===== src/rtl/rotate_sequencer_pkg.sv =====
// rotate_sequencer_pkg
//   Shared definitions for the rotate/shift register sequencer: default
//   widths and the 2-bit FSM state encoding (also used by the debug port).
package rotate_sequencer_pkg;

  localparam int WIDTH_DEF   = 8;
  localparam int STEPS_W_DEF = 4;

  typedef enum logic [1:0] {
    ST_IDLE  = 2'd0,
    ST_LOAD  = 2'd1,
    ST_SHIFT = 2'd2,
    ST_DONE  = 2'd3
  } state_t;

endpackage


===== src/rtl/rotate_sequencer_if.sv =====
// rotate_sequencer_if
//   Command side of the sequencer.
//   master (requester): drives start, data_in, steps, dir_right, arith, hold;
//                       observes busy, done.
//   slave  (sequencer): the reverse.
//
//   Handshake: start is a single-cycle strobe that is taken only while the
//   sequencer is idle (busy=0 and done=0); data_in/steps/dir_right/arith are
//   sampled on that same edge. A strobe seen while busy or during the done
//   cycle is dropped, not queued. done pulses for exactly one cycle when the
//   operation finishes; the next start may be presented in the cycle after.
interface rotate_sequencer_if
  import rotate_sequencer_pkg::*;
#(
  parameter int WIDTH   = WIDTH_DEF,
  parameter int STEPS_W = STEPS_W_DEF
) ();

  logic               start;
  logic [WIDTH-1:0]   data_in;
  logic [STEPS_W-1:0] steps;
  logic               dir_right;
  logic               arith;
  logic               hold;
  logic               busy;
  logic               done;

  modport master (
    output start, data_in, steps, dir_right, arith, hold,
    input  busy, done
  );

  modport slave (
    input  start, data_in, steps, dir_right, arith, hold,
    output busy, done
  );

endinterface


===== src/rtl/rotate_sequencer_step_counter.sv =====
// step_counter
//   Loadable down-counter for the number of remaining shift cycles.
//   Ports:
//     clock, reset : rising-edge clock, synchronous active-high reset
//     load         : load load_value (has priority over dec)
//     load_value   : new count
//     dec          : decrement by one (saturates at zero)
//     count        : current count
//     last         : count == 1, i.e. this decrement is the final one
module step_counter #(
  parameter int W = 4
) (
  input  logic         clock,
  input  logic         reset,
  input  logic         load,
  input  logic [W-1:0] load_value,
  input  logic         dec,
  output logic [W-1:0] count,
  output logic         last
);

  always_ff @(posedge clock) begin
    if (reset) begin
      count <= '0;
    end else if (load) begin
      count <= load_value;
    end else if (dec && (count != '0)) begin
      count <= count - 1'b1;
    end
  end

  assign last = (count == W'(1));

endmodule


===== src/rtl/rotate_sequencer.sv =====
// rotate_sequencer
//   Drives an external load/rotate/arithmetic-shift register: loads a value,
//   shifts it a requested number of cycles, then pulses done. The register
//   shifts every clock unless loaded, so between operations (and while held)
//   this block reloads the register with its own output.
//   Ports:
//     clock, reset      : rising-edge clock, synchronous active-high reset
//     cmd               : command interface (slave side), see rotate_sequencer_if
//     reg_q             : register contents fed back
//     reg_data          : register parallel-load data (combinational)
//     reg_loadn         : register load enable, active low
//     reg_rotate_right  : 1 = shift right, 0 = rotate left
//     reg_asright       : 1 = arithmetic right shift
//     state_dbg         : current FSM state
module rotate_sequencer
  import rotate_sequencer_pkg::*;
#(
  parameter int WIDTH   = WIDTH_DEF,
  parameter int STEPS_W = STEPS_W_DEF
) (
  input  logic               clock,
  input  logic               reset,
  rotate_sequencer_if.slave  cmd,
  input  logic [WIDTH-1:0]   reg_q,
  output logic [WIDTH-1:0]   reg_data,
  output logic               reg_loadn,
  output logic               reg_rotate_right,
  output logic               reg_asright,
  output state_t             state_dbg
);

  state_t             state, state_nx;
  logic [WIDTH-1:0]   data_r;
  logic               dir_r;
  logic               arith_r;
  logic               accept;
  logic               cnt_dec;
  logic [STEPS_W-1:0] cnt;
  logic               cnt_last;

  assign accept = (state == ST_IDLE) && cmd.start;

  step_counter #(.W(STEPS_W)) u_step_counter (
    .clock      (clock),
    .reset      (reset),
    .load       (accept),
    .load_value (cmd.steps),
    .dec        (cnt_dec),
    .count      (cnt),
    .last       (cnt_last)
  );

  always_ff @(posedge clock) begin
    if (reset) begin
      state   <= ST_IDLE;
      data_r  <= '0;
      dir_r   <= 1'b0;
      arith_r <= 1'b0;
    end else begin
      state <= state_nx;
      if (accept) begin
        data_r  <= cmd.data_in;
        dir_r   <= cmd.dir_right;
        // Arithmetic only has meaning for right shifts; masking here keeps
        // reg_asright from ever being set with a left rotate.
        arith_r <= cmd.arith & cmd.dir_right;
      end
    end
  end

  always_comb begin
    state_nx = state;
    cnt_dec  = 1'b0;
    case (state)
      ST_IDLE:  if (cmd.start) state_nx = ST_LOAD;
      ST_LOAD:  state_nx = (cnt == '0) ? ST_DONE : ST_SHIFT;
      ST_SHIFT: begin
        if (!cmd.hold) begin
          cnt_dec = 1'b1;
          if (cnt_last) state_nx = ST_DONE;
        end
      end
      ST_DONE:  state_nx = ST_IDLE;
      default:  state_nx = ST_IDLE;
    endcase
  end

  // Only SHIFT without hold lets the register shift; every other cycle it
  // is loaded, either with the new value (LOAD) or with itself (hold).
  assign reg_loadn        = (state == ST_SHIFT) && !cmd.hold;
  assign reg_data         = (state == ST_LOAD) ? data_r : reg_q;
  assign reg_rotate_right = (state == ST_SHIFT) && dir_r;
  assign reg_asright      = (state == ST_SHIFT) && arith_r;
  assign cmd.busy         = (state == ST_LOAD) || (state == ST_SHIFT);
  assign cmd.done         = (state == ST_DONE);
  assign state_dbg        = state;

endmodule


===== src/flat_wrapper.sv =====
// flat-port wrapper written by rule: the top's interface ports become plain ports
module rotate_sequencer_flat import rotate_sequencer_pkg::*;
#(
  parameter int WIDTH   = WIDTH_DEF,
  parameter int STEPS_W = STEPS_W_DEF
)
  (clock, reset, reg_q, reg_data, reg_loadn, reg_rotate_right, reg_asright, state_dbg, cmd_start, cmd_data_in, cmd_steps, cmd_dir_right, cmd_arith, cmd_hold, cmd_busy, cmd_done);
  rotate_sequencer_if #(.WIDTH(WIDTH), .STEPS_W(STEPS_W)) cmd_i ();
  input  logic clock;
  input  logic reset;
  input  logic [WIDTH-1:0] reg_q;
  output logic [WIDTH-1:0] reg_data;
  output logic reg_loadn;
  output logic reg_rotate_right;
  output logic reg_asright;
  output state_t state_dbg;
  input wire logic [$bits(cmd_i.start)-1:0] cmd_start;
  input wire logic [$bits(cmd_i.data_in)-1:0] cmd_data_in;
  input wire logic [$bits(cmd_i.steps)-1:0] cmd_steps;
  input wire logic [$bits(cmd_i.dir_right)-1:0] cmd_dir_right;
  input wire logic [$bits(cmd_i.arith)-1:0] cmd_arith;
  input wire logic [$bits(cmd_i.hold)-1:0] cmd_hold;
  output wire logic [$bits(cmd_i.busy)-1:0] cmd_busy;
  output wire logic [$bits(cmd_i.done)-1:0] cmd_done;
  assign cmd_i.start = cmd_start;
  assign cmd_i.data_in = cmd_data_in;
  assign cmd_i.steps = cmd_steps;
  assign cmd_i.dir_right = cmd_dir_right;
  assign cmd_i.arith = cmd_arith;
  assign cmd_i.hold = cmd_hold;
  assign cmd_busy = cmd_i.busy;
  assign cmd_done = cmd_i.done;
  rotate_sequencer #(.WIDTH(WIDTH), .STEPS_W(STEPS_W)) u_core (.clock(clock), .reset(reset), .cmd(cmd_i), .reg_q(reg_q), .reg_data(reg_data), .reg_loadn(reg_loadn), .reg_rotate_right(reg_rotate_right), .reg_asright(reg_asright), .state_dbg(state_dbg));
endmodule

===== config.mk =====
export PLATFORM = sky130hd
export DESIGN_NAME = rotate_sequencer_flat
export DESIGN_NICKNAME = d
export VERILOG_FILES = /design/src/rtl/rotate_sequencer_pkg.sv /design/src/rtl/rotate_sequencer_if.sv /design/src/rtl/rotate_sequencer_step_counter.sv /design/src/rtl/rotate_sequencer.sv /design/src/flat_wrapper.sv
export SDC_FILE = /design/constraint.sdc
export NUM_CORES = 1
export LEC_CHECK = 0
export ABC_CLOCK_PERIOD_IN_PS = 1700
export BUFFER_PORTS_ARGS = -buffer_cell sky130_fd_sc_hd__buf_2
export CORE_MARGIN = 3
export CORE_UTILIZATION = 45
export DETAILED_ROUTE_END_ITERATION = 8
export HOLD_SLACK_MARGIN = 0.12
export PLACE_DENSITY = 0.81
export SLEW_MARGIN = 10
export SYNTH_ARGS = -nofsm -noshare
export SYNTH_HDL_FRONTEND = slang
export SYNTH_SLANG_ARGS = --single-unit

===== constraint.sdc =====
create_clock -name clock -period 1.7 [get_ports clock]
set_input_delay 0 -clock clock [delete_from_list [all_inputs] [get_ports clock]]
set_output_delay 0 -clock clock [all_outputs]
set_load 0.02 [all_outputs]

# ---- After elaboration in Yosys (flattened, before gate mapping)
# Index checks and enable logic that the tools add are counted.
dict set report totals {
  regBits 16
  input_bits 26
  output_inout_bits 15
  elab_cells 36
}
dict set report classes {
  addsub 1
  eq_ne 7
  mux 10
  bitwise 1
  reduce_logical 12
}
# op n
set ops {}
lappend ops {{$mux W4} 2}
lappend ops {{$mux W8} 1}
lappend ops {{$pmux W2 S4} 1}
lappend ops {{$mux W2} 3}
lappend ops {{$logic_and A1 B1 Y1} 5}
lappend ops {{$eq A2 B2 Y1 const B} 2}
lappend ops {{$eq A4 B1 Y1 const B} 1}
lappend ops {{$logic_not A4 Y1} 1}
lappend ops {{$ne A2 B2 Y1 const B} 2}
lappend ops {{$reduce_bool A4 Y1} 1}
lappend ops {{$sub A4 B1 Y4 const B} 1}
lappend ops {{$mux W1} 3}
lappend ops {{$reduce_and A3 Y1} 1}
lappend ops {{$eq A2 B1 Y1 const B} 1}
lappend ops {{$logic_not A2 Y1} 1}
lappend ops {{$ne A2 B1 Y1 const B} 1}
lappend ops {{$reduce_bool A2 Y1} 1}
lappend ops {{$and A1 B1 Y1} 1}
lappend ops {{$logic_not A1 Y1} 1}
lappend ops {{$logic_or A1 B1 Y1} 1}

# ---- Depth between registers and ports, before layout
dict set report depth {
  ltp_word 5
  ltp_mapped 7
  ltp_nobuf 6
}

# ---- Modules after synthesis
# Synthesis repeated with hierarchy kept, for this count alone.
dict set report hier_totals {
  hier_cells 110
  area_unflattened_um2 944.7
}
# mod n_inst cells_per_inst area_per_inst_um2
set modules_own_cells {}
lappend modules_own_cells {rotate_sequencer 1 77 658.1}
lappend modules_own_cells {step_counter 1 33 286.5}

# ---- Worst setup path before layout
# Ideal clock, no wire load.
dict set report synth_timing {
  path_type {register to register}
  startpoint {register u_core.state[1], in the netlist u_core.state_dbg[1]}
  endpoint {register u_core.u_step_counter.count[2]}
  setup_ns 0.091
  arrival_time_ns 1.618
  required_ns 1.609
  slack_ns -0.009
  stages_incl_launch_ff 7
  path_buffers 1
  period_less_slack_ns 1.709
  cell_sequence {dfxtp_1 > ha_1 > nor2b_1 > buf_2 > nand2_1 > a211o_1 > a311oi_1}
}
dict set report synth_via {
  elab_chain_len 4
  word_cells_on_any_way 7
  classes_between {eq/ne (1); mux (2); reduce/logical (4)}
}
# item line
set synth_rtl {}
lappend synth_rtl {{start, declared} rotate_sequencer.sv:32} ;# state_t state, state_nx;
lappend synth_rtl {{start signal, assigned} rotate_sequencer.sv:60} ;# state <= state_nx;
lappend synth_rtl {{$eq A2 B2 Y1} rotate_sequencer.sv:74} ;# case (state)
lappend synth_rtl {{$mux W1} rotate_sequencer.sv:74}
lappend synth_rtl {{$logic_and A1 B1 Y1} rotate_sequencer_step_counter.sv:27} ;# end else if (dec && (count != '0)) begin
lappend synth_rtl {{$reduce_bool A2 Y1 (no source line)} --}
lappend synth_rtl {{end signal, assigned} rotate_sequencer_step_counter.sv:26} ;# count <= load_value;
lappend synth_rtl {{end signal, assigned} rotate_sequencer_step_counter.sv:28} ;# count <= count - 1'b1;
lappend synth_rtl {{end, declared} rotate_sequencer_step_counter.sv:18} ;# output logic [W-1:0] count,
# Parallel ways exist; a longest one is shown, timed or not.
# A chain may end at the register's enable or synchronous reset.

# ---- Worst setup path in the final report
dict set report layout_timing {
  startpoint {register u_core.u_step_counter.count[1]}
  endpoint {register u_core.state[1], in the netlist u_core.state_dbg[1]}
}
dict set report layout_via {
  elab_chain_len 3
}
# item line
set layout_rtl {}
lappend layout_rtl {{$eq A4 B1 Y1} rotate_sequencer_step_counter.sv:32} ;# assign last = (count == W'(1));
lappend layout_rtl {{$ne A2 B1 Y1 (no source line)} --}
lappend layout_rtl {{$reduce_and A3 Y1 (no source line)} --}
# Every way passes these cells.

==> impl_results.md <==
* Setup Fix Bufs, Post-CTS at 0
* Die ar. at 0.002553 sq mm
* Number of max-cap violations at 0
* Placed Cells at 171
* Mapped Area at 892.1 sq um
* Total core area at 0.001802 sq mm
* Static Leak at 0.6208 nW
* CP arrival at 1870 ps
* Flop2flop setup slack at 10 ps
* Clock Power Share at 0.130
* Clock Latency Late Sink at 300 ps
* Fillers at 138
* Post-DP HPWL at 1688 um
* Final nets at 200
* Slowest CP cell: or4b_4
* Crit path capture type: flip-flop
* Antenna-violating nets left at 0
* Inserted Clock Buffers at 3
* Primary FF master, synth: dfxtp_1
* Global-route wire length before repair at 4257 um
* Critical Path Source Type: flip-flop
* Gr usage total at 0.2239
* Cells after Synth at 107
* Setup violations, final at 0
* Remaining DRCs at 0
* Cell count of the worst reg-to-reg path at 6
* IO Pins at 41
* Synthesized area per cell at 8.337 sq um
* Worst hold path class: in2reg
* Register area share after synthesis at 0.3590
* TritonCTS sink count at 16
* Initial antenna violation count at 0
* WL final at 2676 um
* Final period utilization at 0.9929
* Clk_skew at 3.580 ps
* Psw at 0.0008672 W
* Antenna Cells at 0
* H-tree Lvls at 1
* Async SR Flop Fraction at 0
* PwrDens at 1469 mW/mm^2
* Detailed Route Iter0 Violations at 15
* Clock root cell: clkbuf_4
* YS warnings at 0
* Via density at 5.111
* Num rows at 15
* Minimum clock period at 1688 ps
* Cell internal pwr at 0.001123 W
* Crit path max fanout at 3
* Worst-path cell chain: inv_1, ha_1, or4b_4, a21oi_4, mux2i_1, nor2_1
* Hold Path Stages at 5
* Starting Density at 0.4951
* Post-synth EDFFs at 0
* Gp weighted congestion at 0.8772
* Vias in the first global route at 940
* Worst slew margin at 0.7876
* Longest Clk Path Bufs at 2
* Comb pwr share at 0.597
* Design Power at 0.001990 W
* Critical path data required time at 1880 ps
* Status: completed
* Final Cell Area at 0.001355 sq mm
* Area delta synth->final at 51.89%
* Syn Nets at 141
* Clk pin slew, worst setup/hold paths at 100 ps
* WL/cell at 14.08 um
* CP peak stage delay at 470 ps
* Yosys cell types at 25
* Final hold violations at 0
* Die height at 50.53 um
* Switch share at 0.4358
* Slew @ Worst Pin at 318.6 ps
* Largest net degree at the start of global routing at 18
* GR Overflow Total at 0
* CTS tree: yes
* Die Wd at 50.53 um
* Max Clk Rate at 592.4 MHz
* Setup Crit Path Kind: reg2reg
* Slew Limit Fails at 0
* Layout cell share with drive strength beyond 1 at 0.3879
* Seq pwr share at 0.273
* Flops & latches, synth at 16
* Post-place instance area at 0.001139 sq mm
* Initial DRT Pass Iterations at 4
* Worst VDD drop at 0.0009181 V
* Non-filler cells in the finished layout at 190
* Total number of vias at 971
* PortBufs at 40
## cell families (layout without fill, tap and decap cells)
| logic type | after synthesis | count (layout) | synth area share |
|---|---|---|---|
| AO/OA/AOI/OAI | 21 | 21 | 0.1459 |
| buffers and inverters | 11 | 69 | 0.04768 |
| adder cells (fa/ha/maj) | 8 | 8 | 0.1122 |
| multiplexers | 9 | 9 | 0.1122 |
| flip-flops | 16 | 16 | 0.3590 |
| AND/OR/NAND/NOR | 40 | 40 | 0.2034 |
| XOR/XNOR | 2 | 2 | 0.01964 |
## metal layers
metal | vias up | GRT usage | share of wire | wire length (um)
li1 | 473 | - | - | -
met1 | 460 | 0.2491 | 0.42 | 1111
met2 | 31 | 0.4109 | 0.52 | 1403
met3 | 7 | 0.06825 | 0.045 | 121
met4 | 0 | 0.05381 | 0.015 | 40
met5 | - | 0 | 0 | 0
## timing repair
item                                   4_1_cts  5_1_grt
endpoints found under the hold margin       15        0
gates resized for setup                      1        6
cloned                                       0        0
pin swaps                                    0        1
setup endpoints to repair                    8       11
hold buffers                                15        0
## Yosys cell counts, types with 2 or more instances
| library cell | n | area share |
|---|---|---|
| and2_1 | 3 | 0.021 |
| clkbuf_1 | 5 | 0.021 |
| nand2_1 | 24 | 0.10 |
| ha_1 | 8 | 0.11 |
| a21oi_1 | 13 | 0.073 |
| mux2_2 | 8 | 0.10 |
| xnor2_1 | 2 | 0.020 |
| a211oi_1 | 2 | 0.017 |
| dfxtp_1 | 16 | 0.36 |
| nor2_1 | 5 | 0.021 |
| nand3_1 | 2 | 0.011 |
| inv_1 | 5 | 0.021 |
| nor2b_1 | 2 | 0.014 |
## worst max-delay path, delay by kind of cell (launching register included)
kind	cells	cell delay (ps)
and+or+nand+nor	2	550
DFF	1	340
muxes	1	280
AOI/OAI and AO/OA	1	180
adders and majority gates	1	140
buffers and inverters	1	90
## cell type report
type,count,area [sq um],share of cell area
flip-flops and latches,16,322.8,0.2382
repair buffers,60,387.9,0.2862
well taps,25,31.28,0.02308
multi-input cells,80,558.0,0.4118
inverters,5,18.77,0.01385
clock buffers,4,36.28,0.02678
## power groups by stage
stage | Sequential, W | Clock, W | Combinational [W]
2_1_floorplan | 0.000566 | 0 | 0.000705
3_3_place_gp | 0.000538 | 0 | 0.00102
3_5_place_dp | 0.000542 | 0 | 0.00105
4_1_cts | 0.000537 | 0.000260 | 0.00111
5_1_grt | 0.000555 | 0.000287 | 0.00128
6_report | 0.000542 | 0.000259 | 0.00119
## cells in the final DEF, fill, tap and decap left out, types with 2 or more instances in the layout
master	instances
inv_1	5
clkbuf_4	3
dfxtp_1	14
nand3_1	2
buf_2	40
nor2_1	5
a211oi_1	2
dlygate4sd3_1	15
and2_1	3
nand2_1	24
dfxtp_2	2
buf_4	5
mux2_2	8
ha_1	7
xnor2_1	2
a21oi_1	13
## final timing paths
path	start	to
min	cmd_hold	u_core.u_step_counter.count[3]
max reg2reg	u_core.u_step_counter.count[1]	u_core.state_dbg[1]
max	u_core.u_step_counter.count[1]	u_core.state_dbg[1]
min reg2reg	u_core.data_r[1]	u_core.data_r[1]
## metrics by stage
stage / setup slack, ps / utilization / TNS [ps] / hold WS [ps]
6_report: 12.08 / 0.7521 / 0 / 163.1
3_5_place_dp: 74.29 / 0.6319 / 0 / 249.9
5_1_grt: -44.83 / 0.7521 / -44.83 / 179.6
2_1_floorplan: 35.77 / - / 0 / 136.0
4_1_cts: 0.3781 / 0.7368 / 0 / 185.6
3_3_place_gp: 139.3 / 0.6319 / 0 / 242.4
## state kept, by name, indices dropped and copies added (netlist names)
name	cells
u_core.u_step_counter.count	4
u_core.data_r	8
u_core.state_dbg	2
u_core.arith_r	1
u_core.dir_r	1
Note: power is estimated with default switching activity, not from simulation.
